<file path="src/rtl/spi_master_parallel.sv">
// spi_master_parallel
// ----------------------------------------------------------------------------
// SPI master for the parallel-word SPI link, used on the MIPS debug path
// between the host/debug controller and the parallel SPI slave.
//
// A start request launches one transfer:
//   - chip select rises and the latched word is driven on o_MOSI,
//   - after SETUP_CYCLES clocks one SCLK pulse (HALF_PERIOD high, HALF_PERIOD low)
//     is produced,
//   - the slave's parallel word is sampled when SCLK falls,
//   - that word is returned on o_data with a one-cycle o_valid strobe.
//
// Ports
//   i_clk    system clock, rising edge
//   i_rst    synchronous reset, active-high
//   i_start  transfer request, accepted only while idle
//   i_data   word to transmit, latched when the start is accepted
//   i_MISO   parallel word from the slave
//   o_MOSI   parallel word to the slave, zero outside a transfer
//   o_SCLK   SPI clock to the slave
//   o_cs     chip select, active-high
//   o_data   last received word, held until the next completion
//   o_valid  one-cycle pulse when o_data is updated
//   o_busy   high whenever a transfer is in progress (including DONE)
// ----------------------------------------------------------------------------
module spi_master_parallel #(
    parameter int NB_BITS      = 32,
    parameter int SETUP_CYCLES = 5,
    parameter int HALF_PERIOD  = 5,
    parameter int NB_CNT       = 8
) (
    input  logic               i_clk,
    input  logic               i_rst,
    input  logic               i_start,
    input  logic [NB_BITS-1:0] i_data,
    input  logic [NB_BITS-1:0] i_MISO,
    output logic [NB_BITS-1:0] o_MOSI,
    output logic               o_SCLK,
    output logic               o_cs,
    output logic [NB_BITS-1:0] o_data,
    output logic               o_valid,
    output logic               o_busy
);

    typedef enum logic [2:0] {
        IDLE,
        SETUP,
        SCLK_HIGH,
        SCLK_LOW,
        DONE
    } state_t;

    // The counter is loaded with (duration - 1) on state entry and the state
    // is left on the edge where it reads zero, so a state lasts exactly
    // "duration" cycles.
    localparam logic [NB_CNT-1:0] SETUP_LOAD = NB_CNT'(SETUP_CYCLES - 1);
    localparam logic [NB_CNT-1:0] HALF_LOAD  = NB_CNT'(HALF_PERIOD - 1);

    state_t             state;
    logic [NB_CNT-1:0]  cnt;
    logic [NB_BITS-1:0] rx;

    // NOTE: state and outputs live in one clocked block using non-blocking
    // assignments only; every output is a register and there is no
    // combinational next-state logic that could infer a latch.
    always_ff @(posedge i_clk) begin
        if (i_rst) begin
            state   <= IDLE;
            cnt     <= '0;
            rx      <= '0;
            o_MOSI  <= '0;
            o_SCLK  <= 1'b0;
            o_cs    <= 1'b0;
            o_data  <= '0;
            o_valid <= 1'b0;
            o_busy  <= 1'b0;
        end else begin
            // o_valid is a strobe: it is only raised on the completion edge.
            o_valid <= 1'b0;

            case (state)
                IDLE: begin
                    if (i_start) begin
                        o_MOSI <= i_data;
                        o_cs   <= 1'b1;
                        o_busy <= 1'b1;
                        cnt    <= SETUP_LOAD;
                        state  <= SETUP;
                    end
                end

                SETUP: begin
                    if (cnt == '0) begin
                        o_SCLK <= 1'b1;
                        cnt    <= HALF_LOAD;
                        state  <= SCLK_HIGH;
                    end else begin
                        cnt <= cnt - 1'b1;
                    end
                end

                SCLK_HIGH: begin
                    if (cnt == '0) begin
                        // Sample the slave word on the SCLK falling edge;
                        // it has had a full high phase to settle.
                        rx     <= i_MISO;
                        o_SCLK <= 1'b0;
                        cnt    <= HALF_LOAD;
                        state  <= SCLK_LOW;
                    end else begin
                        cnt <= cnt - 1'b1;
                    end
                end

                SCLK_LOW: begin
                    if (cnt == '0) begin
                        o_cs    <= 1'b0;
                        o_MOSI  <= '0;
                        o_data  <= rx;
                        o_valid <= 1'b1;
                        cnt     <= '0;
                        state   <= DONE;
                    end else begin
                        cnt <= cnt - 1'b1;
                    end
                end

                DONE: begin
                    // One-cycle gap so back-to-back transfers always show
                    // chip select low for at least one idle cycle.
                    o_busy <= 1'b0;
                    cnt    <= '0;
                    state  <= IDLE;
                end

                default: begin
                    state <= IDLE;
                end
            endcase
        end
    end

endmodule

</file>
<file path="config.mk">
export PLATFORM = sky130hd
export DESIGN_NAME = spi_master_parallel
export DESIGN_NICKNAME = d
export VERILOG_FILES = /design/src/rtl/spi_master_parallel.sv
export SDC_FILE = /design/constraint.sdc
export NUM_CORES = 1
export LEC_CHECK = 0
export ABC_CLOCK_PERIOD_IN_PS = 2300
export BUFFER_PORTS_ARGS = -buffer_cell sky130_fd_sc_hd__buf_4
export CAP_MARGIN = 20
export CORE_UTILIZATION = 49
export CTS_CLUSTER_SIZE = 12
export DETAILED_ROUTE_END_ITERATION = 8
export GPL_ROUTABILITY_DRIVEN = 0
export PLACE_DENSITY = 0.83
export SLEW_MARGIN = 20
export SYNTH_ARGS = -nofsm -noshare
export SYNTH_HDL_FRONTEND = slang
export SYNTH_SLANG_ARGS = --single-unit
</file>
<file path="constraint.sdc">
create_clock -name i_clk -period 2.3 [get_ports i_clk]
set_clock_uncertainty 0.05 [all_clocks]
set_input_delay 0.46 -clock i_clk [delete_from_list [all_inputs] [get_ports i_clk]]
set_output_delay 0.46 -clock i_clk [all_outputs]
set_load 0.01 [all_outputs]
</file>
==> flow_summary.ini, run 1 <==
[critical_path]
critPathRequiredTime_ps = 2480
crit_path_top_delay_cell = or3b_2
rr_worst_depth = 7
cp_top_family = simple AND/OR/NAND/NOR gates
cp.arrival_ps = 2220
worst_setup_path_start_kind = register
crit_buf_inv = 2
r2r-end = o_data[11]
worstSetupEndpointType = register
critPathMaxFanout = 24
setup.worst_path.end = o_data[11]
setup.worst_path.start = cnt[0]
cp.depth = 7
r2r-start = cnt[0]
critPathMaxStageDelay_ps = 490
crit_path_cell_trace = inv_1 -> ha_1 -> or3b_2 -> or3_1 -> buf_4 -> nand2_1 -> a21oi_1
r2r_slack_ps = 260
path_class = register to register

[routing]
drt-wirelength-per-cell_um = 13.7
drtPass1Iterations = 4
drt_iter0_markers = 180
ant_nets = 0
vias = 3490
viasPerCell = 5.21
wl_um = 9180
drc = 0

[sta]
hold_viol_final = 0
whs_ps = 249
layout_min_cycle_time_ps = 2040
fin_setup_tns_ps = 0
worst_slew_pin_slew_ps = 640
max_slew_margin_pct = 56.7
drv_slew = 0
layout_setup_ws_ps = 261
rsz0062_at_grt = no
setup_viol = 0
post-route-period-util_pct = 88.7
fmax_mhz = 490

[placement]
io_buffers = 134
hpwl_um = 6350
placed_cells = 654
pre_cts_slack_ps = 287

[yosys]
synth_cell_type_count = 34
ys_ff_latch = 111
postSynthAreaPerCell_um2 = 8.95
synth_cells = 440
syn_area_mm2 = 0.00394
syn-num-nets = 509
ys_seq_area_share_pct = 56.5
synth-warning-count = 0

[finish]
drive_gt1_share_pct = 29.6
nets = 632
num_antenna_cells = 0
multi_input_area_mm2 = 0.00154
fillers = 622
seq_area_mm2 = 0.00222
fin_cells = 670
synthToLayoutAreaGrowth_pct = 31.9

[global_routing]
grt_util_met2_pct = 36.6
top_usage_layer = met2
met3_usage_pct = 6.14
met1_usage_pct = 28.1
grt_util_all_layers_pct = 22.1
grt_pass1_wl_um = 14800
antenna_found_initial = 0
grt_pass1_vias = 3226
grt_max_degree = 47
grt-ovfl-total = 0

[job]
maxCapViolCount = 0

[pwr]
p_per_area_mw_per_mm2 = 946
ir_drop_v = 0.000531
power.leakage_nw = 2.13

[hold_path]
worstHoldStart = i_data[18]
hold_class = primary input to register

[cts]
cts-root-buf = clkbuf_8
cts.clk_slew.worst_paths_ps = 100
numCtsBuffers = 9
clock_latency_ps = 360
cts.sinks = 111
h-tree-depth = 3
clockBufferDepth = 2
ctsResizeCount = 0
cts_setup_buffers = 0
cts_tree = yes
cts_hold_buf = 0

[floorplanning]
design.die.area_mm2 = 0.00840
start_util_pct = 50.7
core.rowCount = 32
ios = 135
die_y_um = 91.6
core_mm2 = 0.00777
die_w_um = 91.6

[status]
outcome = completed
-- sequential cells by signal, indices dropped and copies added, names as in the netlist --
name and flops:
o_MOSI 32, o_data 32, rx 32, cnt 8
state 3, o_SCLK 1, o_busy 1, o_cs 1
o_valid 1
-- report_power, final --
group          internal [mW]  switching [mW]
clock                  0.462           0.643
sequential              2.19           0.215
combinational          0.667           0.730
total                   3.32            1.59
-- cell type report --
type	count	area share [%]
repair buffers	145	21.2
multi-input cells	294	29.7
clock buffers	11	2.92
inverters	2	0.145
flip-flops and latches	111	42.8
well taps	102	2.46
clock inverters	5	0.747
-- how the worst min path moves through the flow --
stage               cells after the start          to
global placement                        2  o_data[30]
detailed placement                      2  o_data[22]
finish                                  2  o_MOSI[18]
global route                            2   o_MOSI[3]
floorplan                               2   o_data[0]
CTS                                     2  o_MOSI[18]
-- through the flow --
step           power (mW)  instance area, µm²  utilization [%]
2_1_floorplan        3.31                3940                -
4_1_cts              4.92                5190             66.8
6_report             4.91                5190             66.8
5_1_grt              5.18                5190             66.8
3_3_place_gp         3.77                5000             64.4
3_5_place_dp         3.84                5000             64.4
-- cells in the final DEF (no fill, tap or decap), types with 3 or more instances in the layout --
master    count
nand2_1     131
o21ai_0       3
a22o_1       33
nor2_1       14
nor3_1        3
a21oi_1      71
xor2_1        5
buf_4       144
dfxtp_1     111
clkbuf_8     11
nand4_1       3
a211oi_1      3
-- worst register-to-register path: stages, from the launching register on --
cell	delay, ps
dfxtp_1	320
inv_1	120
ha_1	170
or3b_2	490
or3_1	340
buf_4	230
nand2_1	110
a21oi_1	70
-- cells in the mapped netlist --
cell type | instances | area, µm²
xnor2_1 | 1 | 8.76
nand3b_1 | 2 | 15.0
nor2b_1 | 1 | 6.26
a22o_1 | 33 | 289
or4_1 | 1 | 7.51
a211oi_1 | 3 | 22.5
o21bai_1 | 1 | 7.51
clkbuf_1 | 18 | 67.6
or3_1 | 2 | 12.5
nand2b_1 | 1 | 6.26
a21oi_1 | 71 | 355
buf_6 | 5 | 56.3
nor4_1 | 1 | 6.26
nand4_1 | 3 | 18.8
nor4b_1 | 1 | 8.76
xor2_1 | 5 | 43.8
nand3_1 | 2 | 10.0
or3b_2 | 1 | 8.76
nor2_1 | 14 | 52.6
dfxtp_1 | 111 | 2220
inv_1 | 2 | 7.51
nor3b_1 | 2 | 15.0
or4_4 | 1 | 11.3
nor3_1 | 5 | 25.0
buf_2 | 10 | 50.1
ha_1 | 2 | 25.0
o21ai_0 | 3 | 15.0
nand2_1 | 131 | 492
nor4_2 | 1 | 12.5
a21oi_2 | 1 | 8.76
and3_1 | 1 | 6.26
a2111oi_0 | 2 | 17.5
nand4b_1 | 1 | 8.76
nor3_4 | 1 | 16.3
-- cell families (layout without fill, tap and decap cells) --
kind of cell / count (synthesis) / in the layout / share of synthesized area, %
buffers and inverters: 35 / 163 / 4.61
adders and majority gates: 2 / 2 / 0.636
xor gates and xnor gates: 6 / 6 / 1.34
AOI/OAI and AO/OA: 114 / 114 / 18.2
DFF: 111 / 111 / 56.5
and+or+nand+nor: 172 / 172 / 18.8
-- routing by layer --
metal | share of wire [%] | routed length [µm] | up-vias
li1 | - | - | 1734
met1 | 43 | 3950 | 1607
met2 | 48 | 4430 | 140
met3 | 7.7 | 705 | 9
met4 | 1.0 | 95 | 0
met5 | 0 | 0 | -
(Power assumes the default switching activity.)
==> inputs of run 2 (changes only) <==
- ABC_CLOCK_PERIOD_IN_PS: 2300 -> 1900
- CORE_MARGIN: default -> 10
- clock period: 2.3 -> 1.9 ns (I/O delays scaled with it)
==> run 2 against run 1 <==
  * First-iteration DRC count rose by 7.2%
  * Core utilization is 2.8 points higher
  * Sequential power up 21%
  * Worst setup slack worse by 250 ps
  * Die area is 43% higher
  * Final cell count is 1.5% higher
  * Combinational power up 37%
  * Largest cell class unchanged
==> flow_summary.ini, run 2 (synthesis results as in run 1) <==
[critical_path]
setup.worst_path.start = cnt[3]
cp.arrival_ps = 2070
r2r-start = cnt[3]
rr_worst_depth = 5
r2r-end = o_data[19]
critPathMaxFanout = 8
critPathRequiredTime_ps = 2090
r2r_slack_ps = 20
path_class = register to register
worstSetupEndpointType = register
worst_setup_path_start_kind = register

[sta]
hold_viol_final = 0
whs_ps = 165
drv_slew = 0
fmax_mhz = 531
post-route-period-util_pct = 99.2
layout_setup_ws_ps = 15.4
rsz0062_at_grt = yes
worst_slew_pin_slew_ps = 419
fin_setup_tns_ps = 0
setup_viol = 0
max_slew_margin_pct = 72.1
layout_min_cycle_time_ps = 1880

[routing]
drc = 0
ant_nets = 0
drtPass1Iterations = 4
drt-wirelength-per-cell_um = 16.1
vias = 3551
wl_um = 10900
viasPerCell = 5.22
drt_iter0_markers = 193

[finish]
final_common_cell = buf_4
num_antenna_cells = 0
fin_cells = 680
largestRegisters = o_MOSI (32), o_data (32), rx (32)
final_core_util_pct = 69.6
multi_input_area_mm2 = 0.00157
synthToLayoutAreaGrowth_pct = 37.3
layout_common_cells = buf_4, nand2_1, dfxtp_1
seq_area_mm2 = 0.00223
nets = 642
final_area_mm2 = 0.00541
fillers = 613
drive_gt1_share_pct = 32.2

[status]
outcome = completed

[floorplanning]
core.rowCount = 32
ios = 135
core_mm2 = 0.00777
start_util_pct = 50.7
die_w_um = 110
die_y_um = 110
design.die.area_mm2 = 0.0120

[cts]
cts-root-buf = clkbuf_8
cts.clk_slew.worst_paths_ps = 110
numCtsBuffers = 9
clockBufferDepth = 2
cts_hold_buf = 0
cts.sinks = 111
cts_tree = yes
clock_latency_ps = 370
h-tree-depth = 3

[pwr]
ir_drop_v = 0.000681
finalPower_mw = 6.17
power.leakage_nw = 2.23
p_per_area_mw_per_mm2 = 1140

[placement]
pre_cts_slack_ps = 30.4
hpwl_um = 7500
io_buffers = 134
placed_area_mm2 = 0.00508
placed_cells = 658

[job]
maxCapViolCount = 0

[global_routing]
grt_pass1_wl_um = 16800
grt_pass1_vias = 3505
grt_max_degree = 45
grt_util_all_layers_pct = 17.0
antenna_found_initial = 0
grt-ovfl-total = 0

[hold_path]
holdPathStages = 2
hold_class = primary input to register
hold_end = o_MOSI[17]
worstHoldStart = i_data[17]
-- run 2: cell count changes in the layout (fill, tap and decap cells not counted), sizes merged --
cell    delta
buf        +7
inv        +1
clkbuf     +2
-- run 2: report_power, final --
group / internal (mW) / leakage, nW / switching [mW]
registers: 2.66 / 0.903 / 0.243
clock network: 0.536 / 0.0967 / 0.810
logic: 0.960 / 1.23 / 0.956
-- run 2: repair_timing --
item | 4_1_cts | 5_1_grt
setup buffers | 0 | 1
setup endpoints to repair | 0 | 76
resized for setup | 0 | 9
-- run 2: how the worst max path moves through the flow --
stage          cells after the start         end  slack, ps
2_1_floorplan                      7        o_cs         20
6_report                           5  o_data[19]         20
3_3_place_gp                       7        o_cs         50
3_5_place_dp                       7        o_cs         30
4_1_cts                            7        o_cs         20
5_1_grt                            7        o_cs        -20
-- run 2: final cells by class --
cell class              count  area share [%]
well taps                 102            2.36
repair buffers            155            23.8
flip-flops and latches    111            41.2
clock buffers              10            2.55
inverters                   2           0.139
multi-input cells         294            29.0
clock inverters             6           0.972
-- run 2: critical path, cell delays in order, from the launching register on --
cell and delay (ps):
dfxtp_1 320, or4_4 570, or3_4 490, clkbuf_16 200, nand2_1 60, a21oi_1 70
-- run 2: layer usage --
layer	track usage (%)	routed length (µm)
met5	0	0
met4	5.02	118
met3	7.55	1310
met2	26.5	5160
met1	20.7	4360
==> inputs of run 3 (changes only) <==
- CORE_ASPECT_RATIO: default -> 1.25
==> run 3 against run 2 <==
  * Final cell count is 1.2% lower
  * Register-to-register slack better by 20 ps
  * First-iteration DRC count is 9.3% lower
  * Count of clock-buffer cells in the layout down 1
==> flow_summary.ini, run 3 (synthesis results as in run 1) <==
[status]
outcome = completed

[global_routing]
grt-ovfl-total = 0
grt_pass1_wl_um = 17400
antenna_found_initial = 0
grt_pass1_vias = 3655
grt_util_all_layers_pct = 17.1
grt_max_degree = 41

[critical_path]
r2r-start = cnt[3]
crit_path_top_delay_cell = or4_4
critPathRequiredTime_ps = 2120
cp_top_family = simple AND/OR/NAND/NOR gates
r2r-end = o_MOSI[18]
critPathMaxFanout = 32
r2r_slack_ps = 40
critPathMaxStageDelay_ps = 560
path_class = register to register
cp.arrival_ps = 2090
crit_buf_inv = 1
worstSetupEndpointType = register
worst_setup_path_start_kind = register
rr_worst_depth = 5
crit_path_cell_trace = or4_4 -> nor3_4 -> nor3_2 -> buf_12 -> a22o_1

[placement]
io_buffers = 134
pre_cts_slack_ps = -51.3
hpwl_um = 7820
placed_area_mm2 = 0.00507

[sta]
setup_viol = 0
max_slew_margin_pct = 74.5
fmax_mhz = 537
worst_slew_pin_slew_ps = 373
layout_min_cycle_time_ps = 1860
hold_viol_final = 0
drv_slew = 0
rsz0062_at_grt = yes
post-route-period-util_pct = 98.0
layout_setup_ws_ps = 37.6

[routing]
wl_um = 10700
drtPass1Iterations = 4
drt-wirelength-per-cell_um = 15.9
drc = 0
drt_iter0_markers = 175
viasPerCell = 5.23
ant_nets = 0
vias = 3516

[cts]
cts-root-buf = clkbuf_8
numCtsBuffers = 9
h-tree-depth = 3
clockBufferDepth = 2
cts.clk_slew.worst_paths_ps = 120
cts_tree = yes
cts.sinks = 111
clock_latency_ps = 370

[floorplanning]
design.die.area_mm2 = 0.0120
die_y_um = 120
die_w_um = 100
core.rowCount = 36
core_mm2 = 0.00784
start_util_pct = 50.2
ios = 135

[finish]
final_common_cell = buf_4
final_core_util_pct = 68.3
largestRegisters = o_MOSI (32), o_data (32), rx (32)
final_area_mm2 = 0.00535
fillers = 612
layout_common_cells = buf_4, nand2_1, dfxtp_1
num_antenna_cells = 0
synthToLayoutAreaGrowth_pct = 35.9
nets = 641
drive_gt1_share_pct = 32.4

[pwr]
ir_drop_v = 0.000677
p_per_area_mw_per_mm2 = 1160
power.leakage_nw = 2.20

[hold_path]
holdPathStages = 2
hold_end = o_MOSI[6]
worstHoldStart = i_data[6]
hold_class = primary input to register

[job]
maxCapViolCount = 0
==> run 3: per-layer routing <==
layer / part of all wire [%] / vias to the layer above / GRT usage, %
met5: 0 / - / 0
met4: 1.2 / 0 / 5.31
met3: 9.2 / 10 / 7.35
met2: 49 / 125 / 28.2
met1: 41 / 1630 / 19.5
li1: - / 1751 / -
==> run 3: stage by stage <==
step | hold WS [ps] | cells | TNS (ps) | power, mW
6_report | 163 | 672 | 0 | 6.21
5_1_grt | 135 | 672 | -156 | 6.58
4_1_cts | 146 | 671 | -4.15 | 6.17
3_5_place_dp | 394 | 655 | -56.6 | 4.78
3_3_place_gp | 385 | 655 | 0 | 4.72
2_1_floorplan | 382 | 440 | 0 | 4.02
==> run 3: repair_timing <==
action	CTS	global route
pin swaps	0	2
gates cloned	0	1
resized for setup	3	16
hold buffers	0	0
buffers inserted	0	0
setup endpoints to repair	26	51
==> run 3: worst register-to-register path: cells and delay by family (launching register included) <==
| family | cells | cell delay (ps) |
|---|---|---|
| AO/OA/AOI/OAI | 1 | 200 |
| buffers and inverters | 1 | 180 |
| flip-flops | 1 | 360 |
| AND/OR/NAND/NOR | 3 | 980 |
==> run 3: cell type report <==
| type | instances | area, µm² | share of cell area (%) |
|---|---|---|---|
| tap | 95 | 119 | 2.22 |
| multi-input combinational | 294 | 1570 | 29.4 |
| clock inverter | 7 | 73.8 | 1.38 |
| timing repair buffer | 154 | 1230 | 22.9 |
| inverter | 2 | 7.51 | 0.140 |
| sequential | 111 | 2230 | 41.6 |
| clock buffer | 9 | 124 | 2.32 |
==> run 3: power by group <==
part / internal, mW / switching, mW / total (mW)
Combinational: 0.942 / 0.966 / 1.91
Sequential: 2.66 / 0.255 / 2.92
Clock: 0.521 / 0.866 / 1.39
==> run 3: worst max-delay path by stage <==
stage	start	endpoint	slack (ps)	cells past startpoint
global placement	cnt[1]	rx[21]	9	7
floorplan	cnt[2]	o_cs	20	7
finish	cnt[3]	o_MOSI[18]	40	5
detailed placement	cnt[1]	rx[21]	-50	7
global route	cnt[3]	o_MOSI[29]	-20	5
CTS	cnt[1]	o_data[0]	-4	7
